$ cat config.mk
export PLATFORM = sky130hd
export DESIGN_NAME = game_timer_param_flat
export DESIGN_NICKNAME = d
export VERILOG_FILES = /design/src/rtl/game_timer_param_if.sv /design/src/rtl/game_timer_param.sv /design/src/flat_wrapper.sv
export SDC_FILE = /design/constraint.sdc
export NUM_CORES = 1
export LEC_CHECK = 0
export ABC_AREA = 0
export CORE_MARGIN = 8
export CORE_UTILIZATION = 35
export CTS_CLUSTER_DIAMETER = 80
export DETAILED_ROUTE_END_ITERATION = 10
export SLEW_MARGIN = 25
export SYNTH_ARGS = -nofsm -noshare
export SYNTH_HDL_FRONTEND = slang
export SYNTH_SLANG_ARGS = --single-unit
$ cat constraint.sdc
create_clock -name clk -period 3.2 [get_ports clk]
set_clock_uncertainty 0.1 [all_clocks]
set_input_delay 0.32 -clock clk [delete_from_list [all_inputs] [get_ports clk]]
set_output_delay 0.32 -clock clk [all_outputs]
set_load 0.02 [all_outputs]
$ cat src/rtl/game_timer_param_if.sv
// Control and status bundle for the parametrised game countdown timer.
// master drives the control strobes; slave (the timer) returns count and status.
interface game_timer_param_if #(
    parameter int CNT_W = 10
) ();
    logic             tick;
    logic             start;
    logic             pause;
    logic             restart;
    logic             load_en;
    logic [CNT_W-1:0] load_val;
    logic [CNT_W-1:0] count_out;
    logic             running;
    logic             paused;
    logic             done;
    logic             expired;
    logic             warn;

    modport master (
        output tick, start, pause, restart, load_en, load_val,
        input  count_out, running, paused, done, expired, warn
    );

    modport slave (
        input  tick, start, pause, restart, load_en, load_val,
        output count_out, running, paused, done, expired, warn
    );
endinterface

$ cat src/rtl/game_timer_param.sv
// Parametrised game countdown timer: counts external ticks down from a loadable
// reload value, with pause, restart, runtime load, low-time warning and optional auto-reload.
module game_timer_param #(
    parameter int CNT_W       = 10,
    parameter int INIT_TICKS  = 600,
    parameter int WARN_TICKS  = 100,
    parameter int AUTO_RELOAD = 0
) (
    input  logic               clk,
    input  logic               rst,
    game_timer_param_if.slave  bus
);

    typedef enum logic [1:0] {
        ST_IDLE,
        ST_RUN,
        ST_PAUSE,
        ST_DONE
    } state_t;

    localparam logic [CNT_W-1:0] INIT_VAL = CNT_W'(INIT_TICKS);
    localparam logic [31:0]      WARN_LIM = 32'(WARN_TICKS);

    state_t           state_reg,   state_next;
    logic [CNT_W-1:0] count_reg,   count_next;
    logic [CNT_W-1:0] reload_reg,  reload_next;
    logic             expired_reg, expired_next;

    always_ff @(posedge clk) begin
        if (rst) begin
            state_reg   <= ST_IDLE;
            count_reg   <= INIT_VAL;
            reload_reg  <= INIT_VAL;
            expired_reg <= 1'b0;
        end else begin
            state_reg   <= state_next;
            count_reg   <= count_next;
            reload_reg  <= reload_next;
            expired_reg <= expired_next;
        end
    end

    always_comb begin
        state_next   = state_reg;
        count_next   = count_reg;
        reload_next  = reload_reg;
        expired_next = 1'b0;

        if (bus.restart) begin
            // restart always uses the reload value held before this cycle
            count_next = reload_reg;
            state_next = ST_RUN;
        end else if (bus.load_en && (state_reg != ST_RUN)) begin
            reload_next = bus.load_val;
            count_next  = bus.load_val;
        end else begin
            case (state_reg)
                ST_IDLE: begin
                    if (bus.start) begin
                        state_next = ST_RUN;
                    end
                end
                ST_RUN: begin
                    if (bus.pause) begin
                        state_next = ST_PAUSE;
                    end else if (count_reg == '0) begin
                        // zero is handled one cycle after it is reached; a zero reload
                        // cannot keep running, so it finishes even in auto-reload mode
                        expired_next = 1'b1;
                        if ((AUTO_RELOAD != 0) && (reload_reg != '0)) begin
                            count_next = reload_reg;
                        end else begin
                            state_next = ST_DONE;
                        end
                    end else if (bus.tick) begin
                        count_next = count_reg - CNT_W'(1);
                    end
                end
                ST_PAUSE: begin
                    if (!bus.pause) begin
                        state_next = ST_RUN;
                    end
                end
                ST_DONE: begin
                    if (bus.start) begin
                        count_next = reload_reg;
                        state_next = ST_RUN;
                    end
                end
                default: begin
                    state_next = ST_IDLE;
                end
            endcase
        end
    end

    assign bus.count_out = count_reg;
    assign bus.running   = (state_reg == ST_RUN);
    assign bus.paused    = (state_reg == ST_PAUSE);
    assign bus.done      = (state_reg == ST_DONE);
    assign bus.expired   = expired_reg;
    assign bus.warn      = (state_reg != ST_IDLE) && (count_reg != '0) &&
                           (32'(count_reg) <= WARN_LIM);

endmodule

$ cat src/flat_wrapper.sv
// flat-port wrapper written by rule: the top's interface ports become plain ports
module game_timer_param_flat 
#(
    parameter int CNT_W       = 10,
    parameter int INIT_TICKS  = 600,
    parameter int WARN_TICKS  = 100,
    parameter int AUTO_RELOAD = 0
)
  (clk, rst, bus_tick, bus_start, bus_pause, bus_restart, bus_load_en, bus_load_val, bus_count_out, bus_running, bus_paused, bus_done, bus_expired, bus_warn);
  game_timer_param_if #(.CNT_W(CNT_W)) bus_i ();
  input  logic clk;
  input  logic rst;
  input wire logic [$bits(bus_i.tick)-1:0] bus_tick;
  input wire logic [$bits(bus_i.start)-1:0] bus_start;
  input wire logic [$bits(bus_i.pause)-1:0] bus_pause;
  input wire logic [$bits(bus_i.restart)-1:0] bus_restart;
  input wire logic [$bits(bus_i.load_en)-1:0] bus_load_en;
  input wire logic [$bits(bus_i.load_val)-1:0] bus_load_val;
  output wire logic [$bits(bus_i.count_out)-1:0] bus_count_out;
  output wire logic [$bits(bus_i.running)-1:0] bus_running;
  output wire logic [$bits(bus_i.paused)-1:0] bus_paused;
  output wire logic [$bits(bus_i.done)-1:0] bus_done;
  output wire logic [$bits(bus_i.expired)-1:0] bus_expired;
  output wire logic [$bits(bus_i.warn)-1:0] bus_warn;
  assign bus_i.tick = bus_tick;
  assign bus_i.start = bus_start;
  assign bus_i.pause = bus_pause;
  assign bus_i.restart = bus_restart;
  assign bus_i.load_en = bus_load_en;
  assign bus_i.load_val = bus_load_val;
  assign bus_count_out = bus_i.count_out;
  assign bus_running = bus_i.running;
  assign bus_paused = bus_i.paused;
  assign bus_done = bus_i.done;
  assign bus_expired = bus_i.expired;
  assign bus_warn = bus_i.warn;
  game_timer_param #(.CNT_W(CNT_W), .INIT_TICKS(INIT_TICKS), .WARN_TICKS(WARN_TICKS), .AUTO_RELOAD(AUTO_RELOAD)) u_core (.clk(clk), .rst(rst), .bus(bus_i));
endmodule
==> results of run 1 <==
## area by class of cell
cell class	count	area share, %
Multi-Input combinational cell	133	47.3
Sequential cell	23	26.0
Timing Repair Buffer	35	19.2
Tap cell	50	3.53
Clock buffer	3	2.33
Inverter	6	1.27
Clock inverter	1	0.423
## power by group
| part | internal [uW] | leakage (uW) | switching, uW |
|---|---|---|---|
| Combinational | 111 | 0.000425 | 129 |
| Sequential | 308 | 0.000189 | 28.8 |
| Clock | 88.3 | 0.0000217 | 105 |
## cell usage after synthesis, types with 2 or more instances
cell / instances / area share, %
nand2_1: 22 / 6.0
nand2b_1: 4 / 1.8
a21oi_1: 21 / 7.6
a2bb2oi_1: 3 / 1.9
nor2b_1: 5 / 2.3
buf_2: 2 / 0.72
ha_1: 5 / 4.5
o21ai_0: 7 / 2.5
a211oi_1: 4 / 2.2
nor3_1: 10 / 3.6
clkbuf_1: 4 / 1.1
nor2_1: 17 / 4.6
o211ai_1: 2 / 1.1
o21ai_1: 3 / 1.1
nor4_1: 2 / 0.90
nor4b_1: 2 / 1.3
inv_1: 6 / 1.6
and2_1: 2 / 0.90
dfxtp_1: 23 / 33
buf_6: 3 / 2.4
## logic make-up after synthesis
family / count (synthesis)
AOI/OAI and AO/OA: 54
xor gates and xnor gates: 2
adders and majority gates: 5
buffers and inverters: 16
DFF: 23
muxes: 1
and+or+nand+nor: 71
## through the flow
step | util (%) | power [uW] | instances
final | 45.3 | 770 | 251
after global placement | 44.1 | 578 | 247
after detailed placement | 44.1 | 583 | 247
after floorplan | - | 491 | 172
after global routing | 45.3 | 818 | 251
after CTS | 45.3 | 774 | 251
## metal layers
layer | GRT usage, % | share of wire [%] | up-vias
li1 | - | - | 678
met1 | 15.2 | 42 | 627
met2 | 22.4 | 49 | 46
met5 | 0 | 0 | -
met4 | 5.74 | 1.4 | 0
met3 | 3.05 | 6.7 | 4
## worst register-to-register path, delay by kind of cell, from the launching register on
family	cells	cell delay, ns
compound gates	4	0.85
fa+ha+maj	1	0.41
flops	1	0.39
mux	1	0.35
## worst paths after layout
path                      startpoint                 endpoint  depth (start not counted)
max          u_core.bus.count_out[0]                 bus_warn                          6
min             u_core.reload_reg[6]     u_core.reload_reg[6]                          2
max reg2reg      u_core.state_reg[0]  u_core.bus.count_out[2]                          6
min reg2reg     u_core.reload_reg[6]     u_core.reload_reg[6]                          2
==> flow_summary.yaml, run 1 <==
setup_path:
  start_kind: "register"
  cp.arrival_ns: 2.35
  critPathMaxStageDelay_ns: 0.66
  slowest_stage: "clkdlybuf4s50_1"
  crit_type: "register to primary output"
  end_kind: "primary output"
  timing.critical_path.cells: "inv_1 > ha_1 > nor2b_1 > and2_4 > nor4b_1 > clkdlybuf4s50_1"
  path_delay_family: "buffers and inverters"
  worstPathRequired_ns: 2.78
  reg2reg_slack_ns: 1.00
  worstPathMaxFanout: 6
  path_buf_inv: 2
synth:
  synthXorXnorAreaFrac_pct: 1.27
  synth_nets: 194
  syn_area_per_cell_um2: 8.05
  yosys.area_share.adder_pct: 4.52
  ys_seq_area_share_pct: 33.3
  synth_top_family_by_area: "compound AO/OA/AOI/OAI gates"
  ys_warn_count: 0
  syn_inst: 172
  synthFlopType: "dfxtp_1"
  synth_edf_count: 0
  synthArstFlopShare_pct: 0
  synth-seq-cells: 23
  synthMuxAreaShare_pct: 1.08
  netlist_area_um2: 1380
  synth_compound_area_share_pct: 27.6
  synth.distinct_cells: 45
  synthSimpleGateAreaFrac_pct: 26.1
floorplan:
  core_um2: 3910
  die_w_um: 78.9
  design.portCount: 32
  initial_core_util_pct: 35.4
  chipHeight_um: 78.9
  fp.dieArea_um2: 6220
  rows: 23
placement:
  port_buffers: 31
  dpl-instance-area_um2: 1720
  place_congestion: 0.881
  dp_hpwl_mm: 3.00
  place_ws_ns: 0.676
power_and_ir_drop:
  p_leak_uw: 0.000636
  power_density_nw_per_um2: 435
  peakVddDrop_v: 0.000205
outcome:
  status: "finished clean"
sta:
  hold_ws_ns: 0.356
  fin_crit_ns: 2.77
  slew_headroom_pct: 52.9
  tightest_slew_ns: 0.701
  rsz0062_at_grt: "no"
  setup_slack_ns: 0.430
  max_freq_mhz: 361
  setup_tns_ns: 0
  period_share_pct: 86.5
  setup_viol: 0
  maxSlewViolCount: 0
  hold_violations: 0
clock_tree:
  cts_tree: "built"
  clk_latency_ns: 0.27
  cts-root-buf: "clkbuf_8"
  clk_path_buf_depth: 2
  numClockSinks: 23
  clk_pin_slew_ns: 0.09
  ctsResizeCount: 0
  cts_buffers: 3
  holdBufCountCts: 0
  cts_max_level: 1
  post_cts_buffers: 0
routing:
  routed_wl_mm: 3.95
  ant_nets: 0
  drt_iter0_drc: 128
  wire_per_inst_um: 15.7
  vias_per_cell: 5.40
  num_vias: 1355
  drcViolationCount: 0
  firstDrtPassIters: 4
cells_and_area:
  final_cell_area_um2: 1770
  multi_input_area_um2: 838
  layout_commonest_cell: "clkdlybuf4s50_1"
  fillers: 420
  mostFrequentLayoutCells: "31 x clkdlybuf4s50_1, 23 x dfxtp_1, 22 x nand2_1"
  drive_gt1_share_pct: 8.46
  area_growth_pct: 28.1
  register_area_um2: 460
  antenna_cells: 0
  fin_nets: 224
global_route:
  grt_pass1_wl_mm: 6.57
  track_usage_pct: 13.1
  antenna_found_initial: 0
  first_global_vias: 1341
  globalRouteOverflowTotal: 0
  grt_max_degree: 15
flow_run:
  cap_violations: 0
min_path:
  hp-class: "register to register"
(Power assumes the default switching activity.)
==> run 2: changes to the inputs <==
--- a/config.mk
+++ b/config.mk
@@ -14,3 +14,4 @@
 export SYNTH_ARGS = -nofsm -noshare
 export SYNTH_HDL_FRONTEND = slang
 export SYNTH_SLANG_ARGS = --single-unit
+export TNS_END_PERCENT = 10
==> results of run 2 <==
No change in the layout: final DEF, timing and power equal those of run 1.
==> run 3: changes to the inputs <==
--- a/config.mk
+++ b/config.mk
@@ -6,6 +6,7 @@
 export NUM_CORES = 1
 export LEC_CHECK = 0
 export ABC_AREA = 0
+export ABC_CLOCK_PERIOD_IN_PS = 3200
 export CORE_MARGIN = 8
 export CORE_UTILIZATION = 35
 export CTS_CLUSTER_DIAMETER = 80
==> results of run 3 <==
No change in the layout: final DEF, timing and power equal those of run 1.
